**src/rtl/timer_counter.sv**
```systemverilog
// Prescaled up/down/up-down timer with shadowed period, compare and prescale settings.
// Latency: out/dir/halted update on the edge after a tick; ovf/unf pulse the cycle after the boundary tick.
// Backpressure: none; ena gates counting, load overrides counting, one-shot halts until the next load.
module timer_counter #(
  parameter int BITS       = 8,
  parameter int PRESC_BITS = 4
) (
  input  logic                  clk,
  input  logic                  rst,
  input  logic                  ena,
  input  logic [1:0]            mode,
  input  logic                  oneshot,
  input  logic [BITS-1:0]       top,
  input  logic [BITS-1:0]       cmp,
  input  logic [PRESC_BITS-1:0] presc,
  input  logic [BITS-1:0]       value,
  input  logic                  load,
  output logic [BITS-1:0]       out,
  output logic                  dir,
  output logic                  ovf,
  output logic                  unf,
  output logic                  cmp_out,
  output logic                  halted
);

  localparam logic [BITS-1:0]       CNT_ONE   = {{(BITS-1){1'b0}}, 1'b1};
  localparam logic [PRESC_BITS-1:0] PRESC_ONE = {{(PRESC_BITS-1){1'b0}}, 1'b1};

  logic [BITS-1:0]       cnt_q, cnt_d;
  logic [PRESC_BITS-1:0] pcnt_q, pcnt_d;
  logic                  dir_q, dir_d;
  logic                  ovf_q, ovf_d;
  logic                  unf_q, unf_d;
  logic                  halted_q, halted_d;
  logic                  primed_q;
  logic [BITS-1:0]       top_sh_q, top_sh_d;
  logic [BITS-1:0]       cmp_sh_q, cmp_sh_d;
  logic [PRESC_BITS-1:0] presc_sh_q, presc_sh_d;

  logic active;
  logic tick;
  logic upd_evt;
  logic is_down;
  logic is_updown;

  // Mode 11 falls through to plain up counting.
  assign is_down   = (mode == 2'b01);
  assign is_updown = (mode == 2'b10);
  assign active    = primed_q & ena & ~halted_q & ~load;
  assign tick      = active & (pcnt_q == presc_sh_q);

  // Counter, prescaler, direction and boundary pulse next-state.
  always_comb begin
    cnt_d    = cnt_q;
    pcnt_d   = pcnt_q;
    dir_d    = dir_q;
    ovf_d    = 1'b0;
    unf_d    = 1'b0;
    halted_d = halted_q;
    upd_evt  = 1'b0;
    if (load) begin
      cnt_d    = value;
      dir_d    = ~is_down;
      halted_d = 1'b0;
      pcnt_d   = '0;
    end else if (!active) begin
      pcnt_d = '0;
    end else if (!tick) begin
      pcnt_d = pcnt_q + PRESC_ONE;
    end else begin
      pcnt_d = '0;
      if (is_updown) begin
        if (dir_q) begin
          if (cnt_q >= top_sh_q) begin
            // Turn around at the top; a zero period pins the count at 0.
            dir_d = 1'b0;
            ovf_d = 1'b1;
            cnt_d = (top_sh_q == '0) ? '0 : top_sh_q - CNT_ONE;
          end else begin
            cnt_d = cnt_q + CNT_ONE;
          end
        end else begin
          if (cnt_q == '0) begin
            // Bottom turnaround closes the period and reloads the shadows.
            dir_d   = 1'b1;
            unf_d   = 1'b1;
            upd_evt = 1'b1;
            cnt_d   = (top_sh_q == '0) ? '0 : CNT_ONE;
          end else begin
            cnt_d = cnt_q - CNT_ONE;
          end
        end
      end else if (is_down) begin
        dir_d = 1'b0;
        if (cnt_q == '0) begin
          cnt_d   = top_sh_q;
          unf_d   = 1'b1;
          upd_evt = 1'b1;
        end else begin
          cnt_d = cnt_q - CNT_ONE;
        end
      end else begin
        dir_d = 1'b1;
        if (cnt_q >= top_sh_q) begin
          cnt_d   = '0;
          ovf_d   = 1'b1;
          upd_evt = 1'b1;
        end else begin
          cnt_d = cnt_q + CNT_ONE;
        end
      end
      // The boundary action above still happens; only further counting stops.
      if (upd_evt && oneshot) halted_d = 1'b1;
    end
  end

  // Shadows track the inputs whenever counting cannot observe a mid-period change.
  always_comb begin
    top_sh_d   = top_sh_q;
    cmp_sh_d   = cmp_sh_q;
    presc_sh_d = presc_sh_q;
    if (!primed_q || load || !ena || halted_q || upd_evt) begin
      top_sh_d   = top;
      cmp_sh_d   = cmp;
      presc_sh_d = presc;
    end
  end

  // State registers; reset aborts any period in progress.
  always_ff @(posedge clk or negedge rst) begin
    if (!rst) begin
      cnt_q      <= '0;
      pcnt_q     <= '0;
      dir_q      <= 1'b1;
      ovf_q      <= 1'b0;
      unf_q      <= 1'b0;
      halted_q   <= 1'b0;
      primed_q   <= 1'b0;
      top_sh_q   <= '0;
      cmp_sh_q   <= '0;
      presc_sh_q <= '0;
    end else begin
      cnt_q      <= cnt_d;
      pcnt_q     <= pcnt_d;
      dir_q      <= dir_d;
      ovf_q      <= ovf_d;
      unf_q      <= unf_d;
      halted_q   <= halted_d;
      primed_q   <= 1'b1;
      top_sh_q   <= top_sh_d;
      cmp_sh_q   <= cmp_sh_d;
      presc_sh_q <= presc_sh_d;
    end
  end

  assign out     = cnt_q;
  assign dir     = dir_q;
  assign ovf     = ovf_q;
  assign unf     = unf_q;
  assign halted  = halted_q;
  // Decoded purely from registers so it is glitch-free.
  assign cmp_out = (cnt_q < cmp_sh_q);

endmodule

```
**config.mk**
```make
export PLATFORM = sky130hd
export DESIGN_NAME = timer_counter
export DESIGN_NICKNAME = d
export VERILOG_FILES = /design/src/rtl/timer_counter.sv
export SDC_FILE = /design/constraint.sdc
export NUM_CORES = 1
export LEC_CHECK = 0
export ABC_CLOCK_PERIOD_IN_PS = 4700
export CAP_MARGIN = 20
export CORE_AREA = 10 10 112 114
export DETAILED_ROUTE_END_ITERATION = 10
export DIE_AREA = 0 0 122 124
export SETUP_SLACK_MARGIN = 0.5
export SLEW_MARGIN = 20
export SYNTH_ARGS = -nofsm -noshare
export SYNTH_HDL_FRONTEND = slang
export SYNTH_SLANG_ARGS = --single-unit
export TNS_END_PERCENT = 5
```
**constraint.sdc**
```tcl
create_clock -name clk -period 4.7 [get_ports clk]
set_input_delay 0.47 -clock clk [delete_from_list [all_inputs] [get_ports clk]]
set_output_delay 0.47 -clock clk [all_outputs]
set_load 0.01 [all_outputs]
```
==> results of run 1 <==
## worst paths after layout
| path | slack [ns] | depth (start not counted) | to |
|---|---|---|---|
| max | 1.38 | 9 | top_sh_q[3] |
| min | 0.28 | 1 | out[2] |
| max reg2reg | 1.38 | 9 | top_sh_q[3] |
| min reg2reg | 0.52 | 1 | pcnt_q[0] |
| max in group asynchronous | 3.88 | 1 | presc_sh_q[0] |
| min in group clk | 0.52 | 1 | pcnt_q[0] |
## worst max-delay path, cell delays in order (launching register included)
cell       delay (ns)
dfrtp_1          0.71
inv_1            0.20
ha_1             0.33
nand2b_4         0.15
a2111oi_4        0.33
and4b_4          0.31
nor3_4           0.30
o21a_1           0.17
buf_4            0.34
mux2_4           0.34
## per-stage QoR
stage / hold WS, ns / utilization / cells
after detailed placement: 0.504 / 0.350 / 497
after floorplan: 0.174 / - / 330
final: 0.284 / 0.363 / 505
after global placement: 0.499 / 0.350 / 497
after global routing: 0.360 / 0.363 / 505
after CTS: 0.314 / 0.363 / 505
## final cells by class
class / count / area [um^2]
flip-flops and latches: 37 / 927
fillers: 1059 / 6520
repair buffers: 49 / 480
clock inverters: 3 / 65.1
inverters: 22 / 82.6
well taps: 136 / 170
multi-input cells: 253 / 1920
clock buffers: 5 / 68.8
## layer usage
| layer | up-vias | GRT usage |
|---|---|---|
| met5 | - | 0 |
| met4 | 0 | 0.0246 |
| met3 | 12 | 0.0299 |
| met2 | 104 | 0.206 |
| li1 | 1282 | - |
| met1 | 1303 | 0.158 |
## report_power, final
part / switching [uW] / leakage [uW] / total [uW] / internal (uW)
clock: 128 / 0.0000681 / 339 / 211
sequential: 60.9 / 0.000449 / 402 / 341
combinational: 157 / 0.00109 / 312 / 155
total: 346 / 0.00160 / 1050 / 707
## flip-flops by register name, indices dropped and copies added, names as in the netlist
signal and flops:
cmp_sh_q 8, out 8, top_sh_q 8, pcnt_q 4
presc_sh_q 4, dir 1, halted 1, ovf 1
primed_q 1, unf 1
## cells in the final DEF, fill, tap and decap left out, types with 2 or more instances in the layout
cell | synthesis | final
inv_1 | 22 | 22
nor4_1 | 4 | 4
clkbuf_8 | 0 | 5
nor2b_1 | 4 | 4
and3_1 | 4 | 4
mux2_4 | 20 | 20
a2111oi_0 | 2 | 2
nor3_1 | 6 | 6
bufinv_16 | 0 | 2
o21a_1 | 3 | 3
buf_4 | 0 | 2
nor2_1 | 22 | 22
or3_1 | 2 | 2
o21ai_1 | 3 | 3
o21ai_0 | 14 | 14
nand2b_1 | 6 | 6
nor3_4 | 2 | 2
ha_1 | 21 | 21
a31oi_1 | 6 | 6
a211oi_1 | 3 | 3
dfrtp_1 | 36 | 36
o31ai_1 | 2 | 2
mux2i_1 | 4 | 4
nand4_1 | 3 | 3
a221oi_1 | 5 | 5
o21bai_1 | 2 | 2
a21oi_1 | 27 | 27
xor2_1 | 9 | 9
or2_2 | 2 | 2
a21o_1 | 5 | 5
nand2_1 | 21 | 21
o211ai_1 | 3 | 3
xnor2_1 | 8 | 8
o22ai_1 | 2 | 2
clkdlybuf4s50_1 | 0 | 46
nand3_1 | 14 | 14
## cells by family after synthesis
logic type,Yosys count
XOR/XNOR,17
AND/OR/NAND/NOR,101
AO/OA/AOI/OAI,89
adder cells (fa/ha/maj),21
multiplexers,24
other,1
flip-flops,37
buffers and inverters,40
==> flow_summary.toml, run 1 <==
[run_status]
outcome = "completed"

[synthesis]
async_flop_share = 1.00
synth_compound_area_frac = 0.197
synth.avg_cell_area_um2 = 9.15
synth.distinct_cells = 61
synthAdderAreaFrac = 0.0871
yosys-top-cells-count = "dfrtp_1 (36), a21oi_1 (27), inv_1 (22), nor2_1 (22)"
synth_ff_type = "dfrtp_1"
syn_nets = 386
ys_ff_latch = 37
synthCells = 330
synth_top_area_cell = "dfrtp_1"
synth-xor-area-share = 0.0493
synth_area_um2 = 3020
netlist_top_cells_area = "dfrtp_1 (30%), mux2_4 (10%), ha_1 (8.7%)"
synth_mux_area_frac = 0.113
yosysMostFrequentCell = "dfrtp_1"
ys_seq_area_frac = 0.307
yosys.area.top_type_share = 0.299
yosysWarnings = 0
synth_edf_count = 0
synth_top_family_by_area = "compound AO/OA/AOI/OAI gates"
synth-simple-area-share = 0.189

[timing]
min_period_over_period = 0.706
setup_viol = 0
relSlewSlack = 0.423
setup_tns_ns = 0
final-max-slew-violation-count = 0
fmaxAchievable_mhz = 301
hold_viol_final = 0
rsz0062_at_grt = "no"
final.setup.worst_slack_ns = 1.38
worst_pin_slew_ns = 0.866
worst_clock_skew_ns = 0.00389
min_period_ns = 3.32

[floorplanning]
die_y_um = 124
io_pins = 48
core.rowCount = 37
initial_utilization = 0.295
die_area_um2 = 15100
coreArea_um2 = 10200
die_x_um = 122

[global_routing]
grt_max_degree = 38
grt_pass1_vias = 2734
grt_usage = 0.123
grt_pass1_wl_um = 14900
overflow = 0
antenna_found_initial = 0

[setup_path]
start_kind = "register"
reg2reg_from = "out[0]"
crit_path_end_kind = "register"
cp_data_arrival_time_ns = 3.50
crit_required_ns = 4.88
path_max_fanout = 20
path_class = "register to register"
startpoint = "out[0]"

[power]
power.density_nw_per_um2 = 283
p_leak_uw = 0.00160
power_uw = 1050
irDropWorstVdd_mv = 0.106

[detailed_routing]
detail-route-antenna-nets = 0
routed-wl-met2_um = 4460
first_pass_iters = 5
via_count = 2701
wl_per_cell_um = 18.0
drc = 0
wl_met3_um = 706
routed.top_layer = "met4"
drt-initial-drc-count = 331
vias_per_cell = 5.35
drt-met1-wl_um = 3820
drt_wl_total_um = 9070

[cells_and_area]
diodes = 0
drive_above_1_share = 0.117
area_growth_pct = 23.1
postLayoutCellArea_um2 = 3720
num-nets-final = 424

[min_path]
min_path_type = "primary input to asynchronous set/reset pin"

[clock_tree]
ctsResizeCount = 0
clk_path_buf_depth = 2
clk_latency_ns = 0.29
tritoncts = "built"
cts_sinks = 37
hold_buffers = 0
cts.clk_slew.worst_paths_ns = 0.08
cts_root_buf = "clkbuf_8"
numCtsBuffers = 5
cts_setup_buffers = 0
h-tree-depth = 2

[place]
dp_hpwl_um = 6780
dpl_cell_area_um2 = 3580
port_buffers = 47
pre_cts_ws_ns = 1.42
gp_congestion = 0.917

[flow_run]
drv_cap = 0
(Power assumes the default switching activity.)
==> run 2: changes to the inputs <==
--- a/config.mk
+++ b/config.mk
@@ -5,7 +5,7 @@
 export SDC_FILE = /design/constraint.sdc
 export NUM_CORES = 1
 export LEC_CHECK = 0
-export ABC_CLOCK_PERIOD_IN_PS = 4700
+export ABC_CLOCK_PERIOD_IN_PS = 3200
 export CAP_MARGIN = 20
 export CORE_AREA = 10 10 112 114
 export DETAILED_ROUTE_END_ITERATION = 10
==> constraint.sdc (replaced) <==
create_clock -name clk -period 3.2 [get_ports clk]
set_input_delay 0.32 -clock clk [delete_from_list [all_inputs] [get_ports clk]]
set_output_delay 0.32 -clock clk [all_outputs]
set_load 0.01 [all_outputs]
==> run 2 against run 1 <==
  * Via count up 1.5%
  * Combinational power up 73%
  * Sequential power up 37%
  * Setup slack worse by 0.90 ns
  * Worst hold slack worse by 0.18 ns
  * Final cell count up 3.4%
  * Total power up 46%
  * Critical path depth down 2
  * Critical endpoint is now presc_sh_q[1]
  * Largest power group unchanged
  * Highest routed layer unchanged
==> flow_summary.toml, run 2 (synthesized netlist as in run 1, its figures left out) <==
[timing]
setup_viol = 0
min_period_over_period = 0.849
setup_tns_ns = 0
hold_viol_final = 0
final-max-slew-violation-count = 0
worst_pin_slew_ns = 0.857
min_period_ns = 2.72
relSlewSlack = 0.429
fmaxAchievable_mhz = 368
rsz0062_at_grt = "yes"
worst_clock_skew_ns = 0.0135

[floorplanning]
core.rowCount = 37
initial_utilization = 0.295
coreArea_um2 = 10200
io_pins = 48
die_area_um2 = 15100
die_x_um = 122
die_y_um = 124

[setup_path]
path_max_fanout = 20
path_class = "register to register"
crit_required_ns = 3.38
worst_path_largest_cell_delay_ns = 0.51
start_kind = "register"
path_cells = "ha_1 -> and3_1 -> a221o_2 -> nor3_4 -> o21a_1 -> buf_12 -> mux2_4"
critPathBufInv = 1
crit_slowest_cell = "dfrtp_2"
crit_path_end_kind = "register"
critical-path-top-delay-family = "compound AO/OA/AOI/OAI gates"
cp_data_arrival_time_ns = 2.90

[clock_tree]
cts_sinks = 37
numCtsBuffers = 5
cts.clk_slew.worst_paths_ns = 0.09
hold_buffers = 0
clk_path_buf_depth = 2
h-tree-depth = 2
tritoncts = "built"
clk_latency_ns = 0.30
cts_root_buf = "clkbuf_8"

[place]
port_buffers = 47
gp_congestion = 0.960
dp_hpwl_um = 7140
dpl_cell_area_um2 = 3710

[detailed_routing]
wl_per_cell_um = 18.1
vias_per_cell = 5.25
routed.top_layer = "met4"
first_pass_iters = 5
drt-met1-wl_um = 4340
via_count = 2742
wl_met3_um = 622
drc = 0
drt_wl_total_um = 9420
drt-initial-drc-count = 303
routed-wl-met2_um = 4280
detail-route-antenna-nets = 0

[global_routing]
grt_pass1_vias = 2771
antenna_found_initial = 0
grt_max_degree = 38
grt_pass1_wl_um = 15300
overflow = 0
grt_usage = 0.127

[min_path]
min_path_type = "primary input to asynchronous set/reset pin"

[cells_and_area]
area_growth_pct = 27.7
seq_area_um2 = 932
final_cell_mix = "clkdlybuf4s50_1 (45), dfrtp_1 (32), a21oi_1 (27)"
diodes = 0
drive_above_1_share = 0.171
num-nets-final = 441
multi_input_area_um2 = 1930
final_common_cell = "clkdlybuf4s50_1"
postLayoutCellArea_um2 = 3850
nFillCells = 1030

[power]
p_leak_uw = 0.00168
power.density_nw_per_um2 = 399
irDropWorstVdd_mv = 0.173

[run_status]
outcome = "completed"

[flow_run]
drv_cap = 0
-- run 2: area by class of cell --
type                            count  share of cell area
Clock buffer                        6              0.0214
Clock inverter                      2             0.00974
Inverter                           22              0.0214
Multi-Input combinational cell    253               0.501
Sequential cell                    37               0.242
Tap cell                          136              0.0442
Timing Repair Buffer               66               0.161
-- run 2: routing by layer --
metal  vias to the layer above  track usage
li1                       1312            -
met1                      1296        0.172
met2                       118        0.199
met3                        16       0.0267
met4                         0       0.0387
met5                         -            0
-- run 2: worst paths after layout --
check	start	endpoint	slack, ns	depth (start not counted)
min in group clk	cmp_sh_q[6]	cmp_sh_q[6]	0.51	1
worst min-delay path	rst	out[1]	0.11	1
max in group asynchronous	rst	top_sh_q[6]	2.48	1
worst min register to register	cmp_sh_q[6]	cmp_sh_q[6]	0.51	1
worst max register to register	out[7]	presc_sh_q[1]	0.48	7
worst max-delay path	out[7]	presc_sh_q[1]	0.48	7
-- run 2: timing repair --
item | CTS | global route
pin swaps | 0 | 0
resized for setup | 2 | 4
buffers inserted | 2 | 0
setup endpoints to repair | 22 | 30
-- run 2: power breakdown --
part	switching, uW	internal, uW	leakage, uW
Combinational	288	253	0.00118
Sequential	45.6	503	0.000444
Clock	196	254	0.0000574
Total	529	1010	0.00168
-- run 2: stage by stage --
step / instances / total power, uW / utilization / setup slack [ns] / hold WS, ns
after floorplan: 330 / 878 / - / 0.532 / 0.0244
after CTS: 522 / 1540 / 0.376 / 0.382 / 0.170
after detailed placement: 512 / 1080 / 0.362 / 0.394 / 0.493
after global routing: 522 / 1630 / 0.377 / 0.346 / 0.214
final: 522 / 1540 / 0.377 / 0.483 / 0.106
after global placement: 512 / 1080 / 0.362 / 0.417 / 0.484
==> run 3: changes to the inputs <==
--- a/config.mk
+++ b/config.mk
@@ -5,7 +5,7 @@
 export SDC_FILE = /design/constraint.sdc
 export NUM_CORES = 1
 export LEC_CHECK = 0
-export ABC_CLOCK_PERIOD_IN_PS = 3200
+export ABC_CLOCK_PERIOD_IN_PS = 2600
 export CAP_MARGIN = 20
 export CORE_AREA = 10 10 112 114
 export DETAILED_ROUTE_END_ITERATION = 10
==> constraint.sdc (replaced) <==
create_clock -name clk -period 2.6 [get_ports clk]
set_input_delay 0.26 -clock clk [delete_from_list [all_inputs] [get_ports clk]]
set_output_delay 0.26 -clock clk [all_outputs]
set_load 0.01 [all_outputs]
==> run 3 against run 2 <==
  * Total power increased by 22%
  * Largest power group is now combinational logic
  * Routed wire length increased by 9.1%
  * First-iteration DRC count decreased by 46%
  * Clock skew decreased by 0.0067 ns
  * Via count increased by 4.1%
  * Highest routed layer unchanged
  * Global-route usage increased by 0.95 points
  * Clock-buffer cell count unchanged
  * Design area increased by 6.9%
  * Combinational power increased by 43%
==> flow_summary.toml, run 3 (synthesized netlist as in run 1, its figures left out) <==
[setup_path]
worst_path_largest_cell_delay_ns = 0.44
crit_required_ns = 2.78
reg2reg_from = "out[0]"
crit_slowest_cell = "dfrtp_2"
path_max_fanout = 10
startpoint = "out[0]"
path_class = "register to register"
start_kind = "register"
crit_path_end_kind = "register"
path_cells = "inv_6 -> ha_4 -> nand2b_4 -> a2111oi_4 -> and4b_4 -> nor3_4 -> o21a_2 -> buf_4 -> buf_16 -> mux2_4"
cp_data_arrival_time_ns = 2.57

[detailed_routing]
wl_per_cell_um = 18.8
first_pass_iters = 4
routed-wl-met2_um = 4970
drt_wl_total_um = 10300
routed.top_layer = "met4"
drt-met1-wl_um = 4550
via_count = 2854
drc = 0
drt-initial-drc-count = 165
vias_per_cell = 5.22
detail-route-antenna-nets = 0
wl_met3_um = 502

[power]
p_leak_uw = 0.00180
p_sw_uw = 670
combPwrFrac = 0.411
p_seq_frac = 0.359
power.density_nw_per_um2 = 458
power_uw = 1890
p_int_uw = 1210
irDropWorstVdd_mv = 0.232
swShare = 0.356
clock_power_share = 0.230

[global_routing]
grt_pass1_vias = 2999
grt_usage = 0.137
grt_pass1_wl_um = 16300
overflow = 0
antenna_found_initial = 0
grt_max_degree = 38

[timing]
final-max-slew-violation-count = 0
setup_viol = 0
min_period_over_period = 0.920
relSlewSlack = 0.414
fmaxAchievable_mhz = 418
rsz0062_at_grt = "yes"
worst_clock_skew_ns = 0.00680
whs_ns = 0.0789
setup_tns_ns = 0
hold_viol_final = 0
min_period_ns = 2.39
worst_pin_slew_ns = 0.879

[clock_tree]
h-tree-depth = 2
tritoncts = "built"
cts_sinks = 37
clk_latency_ns = 0.29
numCtsBuffers = 5
cts.clk_slew.worst_paths_ns = 0.08
clk_path_buf_depth = 2
cts_root_buf = "clkbuf_8"

[floorplanning]
io_pins = 48
initial_utilization = 0.295
core.rowCount = 37
coreArea_um2 = 10200
die_y_um = 124
die_x_um = 122
die_area_um2 = 15100

[cells_and_area]
drive_above_1_share = 0.243
area_growth_pct = 36.4
postLayoutCellArea_um2 = 4120
final_cell_mix = "clkdlybuf4s50_1 (45), buf_4 (42), dfrtp_1 (33)"
num-nets-final = 467
finalNonFillerCells = 547
nFillCells = 1048
diodes = 0
final_common_cell = "clkdlybuf4s50_1"

[place]
dpl_cell_area_um2 = 3880
dp_hpwl_um = 7880
place_inst = 531
gp_congestion = 1.01
port_buffers = 47

[run_status]
outcome = "completed"

[flow_run]
drv_cap = 0

[min_path]
min_path_type = "primary input to asynchronous set/reset pin"
-- run 3: changes by cell type in the layout (fill, tap and decap cells not counted), moves of 3 or more --
cell | before | now
buf_4 | 18 | 42
ha_1 | 21 | 17
ha_4 | 0 | 4
inv_1 | 22 | 19
-- run 3: repair_timing --
action,4_1_cts,5_1_grt
setup endpoints to repair,30,31
setup buffers,5,3
hold buffers,0,0
pin swaps,6,5
cloned,1,0
resized for setup,16,3
-- run 3: worst paths after layout --
| check | endpoint | slack, ns | depth (start not counted) |
|---|---|---|---|
| hold reg to reg | pcnt_q[0] | 0.51 | 1 |
| max in group asynchronous | out[1] | 1.91 | 1 |
| setup reg to reg | presc_sh_q[0] | 0.21 | 10 |
| min in group clk | pcnt_q[0] | 0.51 | 1 |
| hold / removal | top_sh_q[2] | 0.08 | 1 |
| setup / recovery | presc_sh_q[0] | 0.21 | 10 |
-- run 3: layer usage --
| metal | vias up | track usage |
|---|---|---|
| li1 | 1361 | - |
| met1 | 1389 | 0.169 |
| met2 | 83 | 0.233 |
| met3 | 21 | 0.0285 |
| met4 | 0 | 0.0447 |
| met5 | - | 0 |
-- run 3: critical path: cells and delay by family (launching register included) --
| family | cells | cell delay [ns] |
|---|---|---|
| DFF | 1 | 0.44 |
| adders and majority gates | 1 | 0.19 |
| muxes | 1 | 0.30 |
| AOI/OAI and AO/OA | 2 | 0.44 |
| buffers and inverters | 3 | 0.36 |
| and+or+nand+nor | 3 | 0.55 |
-- run 3: area by class of cell --
| type | count | area (um^2) | area share |
|---|---|---|---|
| Clock buffer | 6 | 82.6 | 0.0201 |
| Clock inverter | 1 | 7.51 | 0.00182 |
| Inverter | 22 | 90.1 | 0.0219 |
| Multi-Input combinational cell | 253 | 1990 | 0.484 |
| Sequential cell | 37 | 931 | 0.226 |
| Tap cell | 136 | 170 | 0.0413 |
| Timing Repair Buffer | 92 | 843 | 0.205 |
-- run 3: power by group through the flow --
stage | Clock, uW | Sequential [uW] | Combinational [uW]
floorplan | 0 | 680 | 408
CTS | 438 | 679 | 762
global placement | 0 | 690 | 717
detailed placement | 0 | 691 | 720
global route | 469 | 684 | 843
finish | 434 | 677 | 775
-- run 3: through the flow --
step | setup WS, ns | utilization
after floorplan | 0.160 | -
after global placement | 0.166 | 0.379
after detailed placement | 0.0986 | 0.379
after CTS | 0.185 | 0.399
after global routing | 0.111 | 0.402
final | 0.207 | 0.402
